**config.mk**
```make
export PLATFORM = sky130hd
export DESIGN_NAME = debounce_bank
export DESIGN_NICKNAME = d
export VERILOG_FILES = /design/src/rtl/debounce_pkg.sv /design/src/rtl/debounce_chan.sv /design/src/rtl/debounce_bank.sv
export SDC_FILE = /design/constraint.sdc
export NUM_CORES = 1
export LEC_CHECK = 0
export CORE_ASPECT_RATIO = 1.75
export CORE_MARGIN = 2
export CORE_UTILIZATION = 58
export DETAILED_ROUTE_END_ITERATION = 7
export GPL_TIMING_DRIVEN = 0
export PLACE_DENSITY = 0.86
export SYNTH_ARGS = -nofsm -noshare
export SYNTH_HDL_FRONTEND = slang
export SYNTH_SLANG_ARGS = --single-unit
```
**constraint.sdc**
```tcl
create_clock -name i_clk -period 5.1 [get_ports i_clk]
set_clock_uncertainty 0.15 [all_clocks]
set_input_delay 1.02 -clock i_clk [delete_from_list [all_inputs] [get_ports i_clk]]
set_output_delay 1.02 -clock i_clk [all_outputs]
set_load 0.05 [all_outputs]
```
**src/rtl/debounce_pkg.sv**
```systemverilog
// Shared constants and the counter-width helper for the debounce bank.
package debounce_pkg;

  localparam int unsigned DEF_THRESH   = 8;
  localparam int unsigned DEF_PRESCALE = 1000;

  // Width of a counter that must hold 0..n-1; never narrower than one bit.
  function automatic int unsigned cnt_w(input int unsigned n);
    return (n <= 1) ? 32'd1 : 32'($clog2(n));
  endfunction

endpackage

```
**src/rtl/debounce_chan.sv**
```systemverilog
// One debounce channel: input synchroniser, stability counter, debounced level
// and registered rise/fall pulses.
module debounce_chan
  import debounce_pkg::*;
#(
  parameter int unsigned SYNC_STAGES = 2,
  parameter int unsigned THRESH      = DEF_THRESH,
  parameter logic        INIT_BIT    = 1'b0
) (
  input  logic clk,
  input  logic rst_n,
  input  logic in_i,
  input  logic tick_i,
  output logic level_o,
  output logic rise_o,
  output logic fall_o,
  output logic change_c
);

  localparam int unsigned             CNT_W   = cnt_w(THRESH);
  localparam logic [CNT_W-1:0]        CNT_MAX = CNT_W'(THRESH - 1);

  logic [SYNC_STAGES-1:0] sync_q, sync_d;
  logic [CNT_W-1:0]       cnt_q, cnt_d;
  logic                   level_q, level_d;
  logic                   rise_q, rise_d;
  logic                   fall_q, fall_d;
  logic                   s;

  assign s      = sync_q[SYNC_STAGES-1];
  assign sync_d = {sync_q[SYNC_STAGES-2:0], in_i};

  // A new level is accepted only after THRESH consecutive disagreeing ticks.
  always_comb begin
    cnt_d   = cnt_q;
    level_d = level_q;
    rise_d  = 1'b0;
    fall_d  = 1'b0;
    if (tick_i) begin
      if (s == level_q) begin
        cnt_d = '0;
      end else if (cnt_q == CNT_MAX) begin
        cnt_d   = '0;
        level_d = s;
        rise_d  = s;
        fall_d  = ~s;
      end else begin
        cnt_d = cnt_q + CNT_W'(1);
      end
    end
  end

  always_ff @(posedge clk or negedge rst_n) begin
    if (!rst_n) begin
      sync_q  <= {SYNC_STAGES{INIT_BIT}};
      cnt_q   <= '0;
      level_q <= INIT_BIT;
      rise_q  <= 1'b0;
      fall_q  <= 1'b0;
    end else begin
      sync_q  <= sync_d;
      cnt_q   <= cnt_d;
      level_q <= level_d;
      rise_q  <= rise_d;
      fall_q  <= fall_d;
    end
  end

  assign level_o  = level_q;
  assign rise_o   = rise_q;
  assign fall_o   = fall_q;
  assign change_c = rise_d | fall_d;

endmodule

```
**src/rtl/debounce_bank.sv**
```systemverilog
// WIDTH-channel debouncer with a shared sample tick and change flag.
// Define DEBOUNCE_PRESCALE_EN to sample once every PRESCALE clocks.
module debounce_bank
  import debounce_pkg::*;
#(
  parameter int unsigned      WIDTH       = 8,
  parameter int unsigned      SYNC_STAGES = 2,
  parameter int unsigned      THRESH      = DEF_THRESH,
  parameter logic [WIDTH-1:0] INIT        = '0,
  parameter int unsigned      PRESCALE    = DEF_PRESCALE
) (
  input  logic             i_clk,
  input  logic             i_rst_n,
  input  logic [WIDTH-1:0] i_in,
  output logic [WIDTH-1:0] o_level,
  output logic [WIDTH-1:0] o_rise,
  output logic [WIDTH-1:0] o_fall,
  output logic             o_any_change
);

  logic             tick_c;
  logic [WIDTH-1:0] change_c;
  logic             any_q, any_d;

`ifdef DEBOUNCE_PRESCALE_EN
  localparam int unsigned      PS_W   = cnt_w(PRESCALE);
  localparam logic [PS_W-1:0]  PS_MAX = PS_W'(PRESCALE - 1);

  logic [PS_W-1:0] ps_q, ps_d;

  // Free-running divider; the tick fires on its terminal count.
  always_comb begin
    tick_c = (ps_q == PS_MAX);
    ps_d   = tick_c ? '0 : ps_q + PS_W'(1);
  end

  always_ff @(posedge i_clk or negedge i_rst_n) begin
    if (!i_rst_n) ps_q <= '0;
    else          ps_q <= ps_d;
  end
`else
  // Sample every clock; PRESCALE has no effect in this build.
  assign tick_c = (PRESCALE != 0) || 1'b1;
`endif

  for (genvar g = 0; g < WIDTH; g++) begin : g_chan
    debounce_chan #(
      .SYNC_STAGES(SYNC_STAGES),
      .THRESH     (THRESH),
      .INIT_BIT   (INIT[g])
    ) u_chan (
      .clk     (i_clk),
      .rst_n   (i_rst_n),
      .in_i    (i_in[g]),
      .tick_i  (tick_c),
      .level_o (o_level[g]),
      .rise_o  (o_rise[g]),
      .fall_o  (o_fall[g]),
      .change_c(change_c[g])
    );
  end

  assign any_d = |change_c;

  always_ff @(posedge i_clk or negedge i_rst_n) begin
    if (!i_rst_n) any_q <= 1'b0;
    else          any_q <= any_d;
  end

  assign o_any_change = any_q;

endmodule

```
==> impl_metrics.py, run 1 <==
metrics = {
    "layout": {
        "final_layout_size_suffix_gt1_share_pct": 18.0,
        "regArea_um2": 1630,
        "syn2layout_area_growth_pct": 25.3,
        "final_net_count": 261,
        "nFillCells": 270,
        "multi_input_area_um2": 683,
        "n_antenna_cell": 0,
    },
    "synth": {
        "yosys.area.top_type": "dfrtp_1",
        "ys_types": 20,
        "syn_area_um2": 2540,
        "synth_seq_cells": 65,
        "avgSynthCellArea_um2": 13.5,
        "ys_warn_count": 0,
        "yosys.area.top_type_share_pct": 64.0,
        "synth_area_leaders": "dfrtp_1 (64%), ha_1 (8.4%), buf_4 (7.1%)",
        "synth_cells": 188,
        "syn_nets": 215,
        "yosysSeqAreaShare_pct": 64.0,
    },
    "pwr": {
        "ir_worst_vdd_mv": 0.349,
        "fin_total_pwr_w": 0.00158,
        "p_leak_nw": 1.67,
        "power_density_nw_per_um2": 495,
    },
    "global_route": {
        "grt_pass1_wl_um": 6580,
        "grt-ovfl-total": 0,
        "antenna_found_initial": 0,
        "grtUsageTotal_pct": 19.1,
        "grt_pass1_vias": 1488,
        "grt_max_degree": 42,
    },
    "routing": {
        "drc": 0,
        "wl_per_cell_um": 13.1,
        "drtIter0Drc": 34,
        "first_pass_iters": 4,
        "via_count": 1430,
        "antenna_left": 0,
        "viasPerCell": 4.97,
        "wirelength_um": 3770,
    },
    "min_path": {
        "hold_path.class": "reg -> reg",
    },
    "clock_network": {
        "root_buffer": "clkbuf_8",
        "htreeDepth": 3,
        "cts_tree": "yes",
        "clock_latency_ns": 0.33,
        "cts.sinks": 65,
        "clk_pin_slew_ns": 0.06,
        "numCtsBuffers": 9,
        "cts_setup_buffers": 0,
        "ctsHoldBuffers": 0,
        "ctsResizeCount": 0,
        "clockBufferDepth": 2,
    },
    "run": {
        "maxCapViolCount": 0,
    },
    "timing": {
        "period_needed_ns": 2.86,
        "final.setup.tns_ns": 0,
        "setup_viol": 0,
        "rsz0062_at_grt": "false",
        "hold_violations": 0,
        "slew_headroom_pct": 64.1,
        "max_freq_ghz": 0.349,
        "worstMarginPinSlew_ns": 0.538,
        "slew_violations": 0,
        "holdWs_ns": 0.201,
        "final.period_utilization_pct": 56.1,
    },
    "place": {
        "gp_congestion": 0.769,
        "port_buffers": 34,
        "hpwl_um": 2710,
    },
    "worst_setup_path": {
        "cp-start-kind": "register",
        "crit_path_max_fanout": 5,
        "crit_type": "reg -> out",
        "cp_data_arrival_time_ns": 1.69,
        "end_kind": "primary output",
        "required_ns": 3.93,
    },
    "die": {
        "die_h_um": 91.6,
        "ioPinCount": 35,
        "core.rowCount": 31,
        "dieArea_um2": 4950,
        "die-width_um": 54.1,
        "start_util_pct": 60.7,
        "core_region_area_um2": 4190,
    },
    "outcome": {
        "status": "finished, final reports clean",
    },
}
layout make-up:
| type | count | share of cell area, % |
|---|---|---|
| buffer | 24 | 5.66 |
| clock buffer | 15 | 6.17 |
| clock inverter | 1 | 0.943 |
| inverter | 14 | 1.65 |
| multi-input combinational | 85 | 21.4 |
| sequential | 65 | 51.1 |
| tap | 49 | 1.92 |
| timing repair buffer | 35 | 11.2 |
path summary, 6_finish.rpt:
path,cells past startpoint,end,from,slack (ns)
setup / recovery,2,o_level[3],g_chan[3].u_chan.level_o,2.24
hold / removal,0,g_chan[5].u_chan.sync_q[1],g_chan[5].u_chan.sync_q[0],0.20
setup reg to reg,5,o_any_change,g_chan[2].u_chan.cnt_q[0],3.06
hold reg to reg,0,g_chan[5].u_chan.sync_q[1],g_chan[5].u_chan.sync_q[0],0.20
max in group asynchronous,2,g_chan[0].u_chan.level_o,i_rst_n,3.69
min in group asynchronous,1,g_chan[7].u_chan.sync_q[1],i_rst_n,0.52
where the power goes:
group          leakage (nW)  internal [W]  total [W]  switching [W]
Sequential            0.848      0.000623   0.000698      0.0000753
Clock                 0.116      0.000293   0.000466       0.000173
Combinational         0.702      0.000193   0.000412       0.000219
Total                  1.67       0.00111    0.00158       0.000467
kinds of logic (layout without fill, tap and decap cells):
logic type      count (synthesis)  after routing  share of synthesized area (%)
fa+ha+maj                      17             17                           8.37
compound gates                  7              7                           1.53
flops                          65             65                           64.0
buf+inv                        38             89                           9.15
mux                             2              2                          0.886
simple gates                   50             50                           13.0
xor+xnor                        9              9                           3.10
per-stage QoR:
step / utilization [%] / cell area, µm² / worst slack [ns] / std cells
global placement: 70.3 / 2940 / 0.924 / 271
detailed placement: 70.6 / 2960 / 2.57 / 272
floorplan: - / 2540 / 3.22 / 188
global route: 76.0 / 3190 / 2.18 / 288
finish: 76.0 / 3190 / 2.24 / 288
CTS: 76.0 / 3190 / 2.20 / 288
state kept, by name (all words and copies together), names as in the netlist:
register,cells
g_chan.u_chan.level_o,8
g_chan.u_chan.fall_o,8
g_chan.u_chan.sync_q,16
g_chan.u_chan.cnt_q,24
g_chan.u_chan.rise_o,8
o_any_change,1
cells in the mapped netlist:
| cell type | n |
|---|---|
| xor2_1 | 4 |
| nand3b_1 | 8 |
| or4_1 | 1 |
| nor2b_1 | 4 |
| dfrtp_1 | 65 |
| nand4_1 | 1 |
| nor3_1 | 5 |
| o21ai_0 | 6 |
| a22o_1 | 1 |
| nand4bb_1 | 2 |
| nor3b_1 | 10 |
| nor2_1 | 2 |
| xnor2_1 | 5 |
| and2_1 | 7 |
| ha_1 | 17 |
| and3b_1 | 4 |
| buf_4 | 24 |
| inv_1 | 14 |
| nand2_1 | 6 |
| mux2_2 | 2 |
cells in the final DEF, fill, tap and decap left out, types with 4 or more instances in the layout:
cell,n
xor2_1,4
dfrtp_1,65
nand3b_1,8
clkdlybuf4s50_1,33
clkbuf_8,14
inv_1,14
xnor2_1,5
ha_1,17
nor3b_1,10
and2_1,7
nor2b_1,4
nand2_1,6
and3b_1,4
buf_4,24
o21ai_0,6
nor3_1,5
per-layer routing:
metal | track usage, % | part of all wire, % | vias up | routed length [µm]
met3 | 6.74 | 4.1 | 7 | 153
met5 | 0 | 0 | - | 0
li1 | - | - | 688 | -
met1 | 20.6 | 39 | 702 | 1450
met2 | 30.9 | 55 | 33 | 2070
met4 | 11.3 | 2.4 | 0 | 92
worst max-delay path, cell delays in order (launching register included):
cell and delay (ns):
dfrtp_1 0.43, buf_4 0.14, clkdlybuf4s50_1 0.80
No activity file was read; power rests on OpenSTA's default activity.
==> run 2: changes to the inputs <==
--- a/config.mk
+++ b/config.mk
@@ -7,10 +7,10 @@
 export LEC_CHECK = 0
 export CORE_ASPECT_RATIO = 1.75
 export CORE_MARGIN = 2
-export CORE_UTILIZATION = 58
+export CORE_UTILIZATION = 48
 export DETAILED_ROUTE_END_ITERATION = 7
 export GPL_TIMING_DRIVEN = 0
-export PLACE_DENSITY = 0.86
+export PLACE_DENSITY = 0.76
 export SYNTH_ARGS = -nofsm -noshare
 export SYNTH_HDL_FRONTEND = slang
 export SYNTH_SLANG_ARGS = --single-unit
==> constraint.sdc (replaced) <==
create_clock -name i_clk -period 2.52 [get_ports i_clk]
set_clock_uncertainty 0.15 [all_clocks]
set_input_delay 0.504 -clock i_clk [delete_from_list [all_inputs] [get_ports i_clk]]
set_output_delay 0.504 -clock i_clk [all_outputs]
set_load 0.05 [all_outputs]
==> impl_metrics.py, run 2 (synthesis gave the netlist of run 1 again) <==
metrics = {
    "worst_setup_path": {
        "critical_path.slowest_cell": "clkdlybuf4s50_1",
        "slowest_delay_ns": 0.80,
        "regToRegSetupSlack_ns": 0.50,
        "end_kind": "primary output",
        "reg2reg_to": "o_any_change",
        "crit_end": "o_level[3]",
        "r2r_start": "g_chan[1].u_chan.cnt_q[0]",
        "cp-start-kind": "register",
        "crit_family": "buffers and inverters",
        "worst_r2r_path_depth": 5,
        "crit_path_cell_trace": "buf_4 > clkdlybuf4s50_1",
        "crit_cells": 2,
        "startpoint": "g_chan[3].u_chan.level_o",
        "crit_path_max_fanout": 5,
        "required_ns": 1.87,
        "cp_num_buf_inv": 2,
        "cp_data_arrival_time_ns": 1.70,
        "crit_type": "reg -> out",
    },
    "global_route": {
        "use_met3_pct": 5.03,
        "grt_max_degree": 44,
        "grt-ovfl-total": 0,
        "top_usage_layer": "met2",
        "grt_use_met1_pct": 14.4,
        "gr-usage-met2_pct": 21.1,
        "grt_pass1_wl_um": 5730,
        "grt_pass1_vias": 1374,
        "antenna_found_initial": 0,
        "grtUsageTotal_pct": 13.4,
    },
    "layout": {
        "top_regs": "g_chan.u_chan.cnt_q x24, g_chan.u_chan.sync_q x16",
        "largest_register_ffs": 24,
        "final_net_count": 262,
        "largest-register": "g_chan.u_chan.cnt_q",
        "n_antenna_cell": 0,
        "regArea_um2": 1630,
        "final_layout_size_suffix_gt1_share_pct": 17.2,
        "final_cell_mix": "dfrtp_1 (65), clkdlybuf4s50_1 (33), buf_4 (24), ha_1 (17), inv_1 (14)",
        "multi_input_area_um2": 683,
        "syn2layout_area_growth_pct": 25.3,
        "nFillCells": 423,
        "final_common_cell": "dfrtp_1",
    },
    "clock_network": {
        "clockBufferDepth": 2,
        "htreeDepth": 3,
        "clock_latency_ns": 0.33,
        "root_buffer": "clkbuf_8",
        "clk_pin_slew_ns": 0.06,
        "cts.sinks": 65,
        "ctsResizeCount": 0,
        "cts_tree": "yes",
        "numCtsBuffers": 9,
    },
    "run": {
        "maxCapViolCount": 0,
    },
    "pwr": {
        "ir_worst_vdd_mv": 0.444,
        "p_leak_nw": 1.66,
        "power_density_nw_per_um2": 988,
    },
    "die": {
        "core.rowCount": 35,
        "die-width_um": 59.0,
        "start_util_pct": 49.2,
        "core_region_area_um2": 5170,
        "ioPinCount": 35,
        "dieArea_um2": 5920,
        "die_h_um": 100,
    },
    "timing": {
        "setup_ws_ns": 0.167,
        "slew_violations": 0,
        "holdWs_ns": 0.199,
        "max_freq_ghz": 0.425,
        "final.setup.tns_ns": 0,
        "rsz0062_at_grt": "false",
        "period_needed_ns": 2.35,
        "hold_violations": 0,
        "setup_viol": 0,
        "final.period_utilization_pct": 93.4,
        "worstMarginPinSlew_ns": 0.513,
        "slew_headroom_pct": 65.8,
    },
    "routing": {
        "wirelength_um": 3260,
        "wl_per_cell_um": 11.1,
        "antenna_left": 0,
        "first_pass_iters": 3,
        "drtIter0Drc": 7,
        "viasPerCell": 4.72,
        "drc": 0,
        "via_count": 1387,
    },
    "place": {
        "hpwl_um": 2430,
        "port_buffers": 34,
        "place_ws_ns": 0.478,
        "gp_congestion": 0.662,
    },
    "outcome": {
        "status": "finished, final reports clean",
    },
    "min_path": {
        "hold_path.class": "reg -> reg",
    },
}
run 2: final cells by class:
class                           count  share of cell area [%]
Clock buffer                       12                    4.55
Clock inverter                      3                    2.04
Inverter                           14                    1.65
Multi-Input combinational cell     85                    21.4
Tap cell                           55                    2.16
Buffer                             24                    5.65
Timing Repair Buffer               36                    11.5
Sequential cell                    65                    51.0
run 2: how the worst min path moves through the flow:
stage,start,end,slack (ns),cells after the start
after global placement,g_chan[2].u_chan.sync_q[0],g_chan[2].u_chan.sync_q[1],0.18,0
after CTS,g_chan[4].u_chan.sync_q[0],g_chan[4].u_chan.sync_q[1],0.20,0
after detailed placement,g_chan[4].u_chan.sync_q[0],g_chan[4].u_chan.sync_q[1],0.19,0
after floorplan,i_rst_n,g_chan[0].u_chan.cnt_q[0],0.06,0
final,g_chan[4].u_chan.sync_q[0],g_chan[4].u_chan.sync_q[1],0.20,0
after global routing,g_chan[2].u_chan.sync_q[0],g_chan[2].u_chan.sync_q[1],0.21,0
run 2: what timing repair did:
item,CTS,global route
hold buffers,1,0
endpoints found under the hold margin,22,0
buffers inserted,0,0
run 2: stage by stage:
step / util (%) / instance area (µm²) / cells / power, W
floorplan: - / 2540 / 188 / 0.00201
global placement: 57.1 / 2950 / 277 / 0.00222
detailed placement: 57.4 / 2970 / 278 / 0.00226
CTS: 61.7 / 3190 / 294 / 0.00320
global route: 61.7 / 3190 / 294 / 0.00335
finish: 61.7 / 3190 / 294 / 0.00315
run 2: per-layer routing:
metal	up-vias	part of all wire, %
li1	687	-
met1	660	41
met2	30	52
met3	10	3.8
met4	0	3.3
met5	-	0
run 2: where the power goes:
part | total [W] | internal [W] | switching, W | leakage [nW]
Sequential | 0.00140 | 0.00126 | 0.000144 | 0.848
Combinational | 0.000818 | 0.000387 | 0.000431 | 0.706
Clock | 0.000926 | 0.000577 | 0.000349 | 0.106
==> run 3: changes to the inputs <==
--- a/config.mk
+++ b/config.mk
@@ -7,10 +7,11 @@
 export LEC_CHECK = 0
 export CORE_ASPECT_RATIO = 1.75
 export CORE_MARGIN = 2
-export CORE_UTILIZATION = 48
+export CORE_UTILIZATION = 58
 export DETAILED_ROUTE_END_ITERATION = 7
 export GPL_TIMING_DRIVEN = 0
-export PLACE_DENSITY = 0.76
+export PLACE_DENSITY = 0.86
+export SLEW_MARGIN = 20
 export SYNTH_ARGS = -nofsm -noshare
 export SYNTH_HDL_FRONTEND = slang
 export SYNTH_SLANG_ARGS = --single-unit
==> constraint.sdc (replaced) <==
create_clock -name i_clk -period 2.88 [get_ports i_clk]
set_clock_uncertainty 0.15 [all_clocks]
set_input_delay 0.576 -clock i_clk [delete_from_list [all_inputs] [get_ports i_clk]]
set_output_delay 0.576 -clock i_clk [all_outputs]
set_load 0.05 [all_outputs]
==> impl_metrics.py, run 3 (synthesis gave the netlist of run 1 again) <==
metrics = {
    "routing": {
        "drtIter0Drc": 28,
        "wirelength_um": 3790,
        "viasPerCell": 4.97,
        "via_count": 1436,
        "antenna_left": 0,
        "wl_per_cell_um": 13.1,
        "first_pass_iters": 4,
        "drc": 0,
    },
    "layout": {
        "largest-register": "g_chan.u_chan.cnt_q",
        "final_layout_size_suffix_gt1_share_pct": 17.9,
        "final_common_cell": "dfrtp_1",
        "largest_register_ffs": 24,
        "top_regs": "g_chan.u_chan.cnt_q x24, g_chan.u_chan.sync_q x16",
        "nFillCells": 281,
        "final_net_count": 262,
        "final_cell_mix": "dfrtp_1 (65), clkdlybuf4s50_1 (33), buf_4 (25), ha_1 (17)",
        "n_antenna_cell": 0,
        "final_util_pct": 76.3,
        "fin_area_um2": 3200,
        "instances_no_fill": 289,
        "syn2layout_area_growth_pct": 25.8,
    },
    "die": {
        "die-width_um": 54.1,
        "core.rowCount": 31,
        "dieArea_um2": 4950,
        "die_h_um": 91.6,
        "start_util_pct": 60.7,
        "core_region_area_um2": 4190,
        "ioPinCount": 35,
    },
    "clock_network": {
        "cts.sinks": 65,
        "root_buffer": "clkbuf_8",
        "clock_latency_ns": 0.33,
        "numCtsBuffers": 9,
        "ctsResizeCount": 0,
        "clk_pin_slew_ns": 0.06,
        "cts_tree": "yes",
        "cts_setup_buffers": 0,
        "clockBufferDepth": 2,
        "htreeDepth": 3,
    },
    "place": {
        "hpwl_um": 2700,
        "gp_congestion": 0.769,
        "port_buffers": 34,
        "place_ws_ns": 0.793,
        "place_area_um2": 2960,
        "dp.cells": 272,
    },
    "worst_setup_path": {
        "r2r_start": "g_chan[2].u_chan.cnt_q[0]",
        "regToRegSetupSlack_ns": 0.83,
        "reg2reg_to": "o_any_change",
        "crit_type": "reg -> out",
        "slowest_delay_ns": 0.80,
        "crit_family": "buffers and inverters",
        "worst_r2r_path_depth": 5,
        "cp_num_buf_inv": 2,
        "cp-start-kind": "register",
        "end_kind": "primary output",
        "critical_path.slowest_cell": "clkdlybuf4s50_1",
        "crit_path_max_fanout": 5,
        "cp_data_arrival_time_ns": 1.70,
        "required_ns": 2.15,
        "crit_path_cell_trace": "buf_4 > clkdlybuf4s50_1",
    },
    "timing": {
        "period_needed_ns": 2.43,
        "rsz0062_at_grt": "false",
        "final.setup.tns_ns": 0,
        "setup_viol": 0,
        "hold_violations": 0,
        "slew_violations": 0,
        "setup_ws_ns": 0.451,
        "max_freq_ghz": 0.412,
        "worstMarginPinSlew_ns": 0.531,
        "slew_headroom_pct": 64.5,
        "final.period_utilization_pct": 84.3,
    },
    "global_route": {
        "grt-ovfl-total": 0,
        "grt_max_degree": 42,
        "grt_pass1_wl_um": 6610,
        "antenna_found_initial": 0,
        "grt_pass1_vias": 1504,
        "grtUsageTotal_pct": 19.5,
    },
    "pwr": {
        "ir_worst_vdd_mv": 0.620,
        "p_leak_nw": 1.67,
        "power_density_nw_per_um2": 874,
    },
    "run": {
        "maxCapViolCount": 0,
    },
    "min_path": {
        "hold_path.class": "reg -> reg",
        "whs_endpoint": "g_chan[1].u_chan.sync_q[1]",
        "whs_path_depth": 0,
        "min_from": "g_chan[1].u_chan.sync_q[0]",
    },
    "outcome": {
        "status": "finished, final reports clean",
    },
}
run 3: how the worst max path moves through the flow:
stage | startpoint | to | slack [ns] | depth (start not counted)
floorplan | g_chan[2].u_chan.cnt_q[0] | o_any_change | 1.0 | 5
global placement | i_rst_n | g_chan[1].u_chan.fall_o | -0.85 | 1
detailed placement | g_chan[3].u_chan.level_o | o_level[3] | 0.79 | 2
CTS | g_chan[3].u_chan.level_o | o_level[3] | 0.42 | 2
global route | g_chan[4].u_chan.level_o | o_level[4] | 0.40 | 2
finish | g_chan[3].u_chan.level_o | o_level[3] | 0.45 | 2
run 3: per-stage QoR:
stage / power (W) / hold slack, ns
3_5_place_dp: 0.00199 / 0.186
3_3_place_gp: 0.00194 / 0.182
4_1_cts: 0.00283 / 0.203
6_report: 0.00279 / 0.200
2_1_floorplan: 0.00176 / 0.130
5_1_grt: 0.00297 / 0.209
run 3: layer usage:
layer  vias to the layer above  part of all wire, %  GRT usage [%]
li1                        687                    -              -
met1                       708                   37           20.3
met2                        34                   56           31.4
met3                         7                  4.6           8.22
met4                         0                  2.1           11.0
met5                         -                    0              0
run 3: worst register-to-register path, cell delays in order (launching register included):
cell and delay [ns]:
dfrtp_1 0.39, ha_1 0.20, ha_1 0.26, and3b_1 0.22
nand4bb_1 0.18, or4_1 0.52
run 3: layout make-up:
| type | count | area (µm²) | share of cell area, % |
|---|---|---|---|
| timing repair buffer | 36 | 368 | 11.5 |
| clock inverter | 1 | 30.0 | 0.939 |
| multi-input combinational | 85 | 683 | 21.4 |
| tap | 49 | 61.3 | 1.92 |
| buffer | 24 | 180 | 5.63 |
| inverter | 14 | 52.6 | 1.64 |
| clock buffer | 15 | 196 | 6.14 |
| sequential | 65 | 1630 | 50.9 |
run 3: what timing repair did:
action,CTS,global route
endpoints found under the setup margin,0,0
endpoints found under the hold margin,24,0
hold buffers,1,0
run 3: power breakdown:
part	internal (W)	switching, W
combinational	0.000343	0.000387
sequential	0.00110	0.000133
clock	0.000519	0.000310
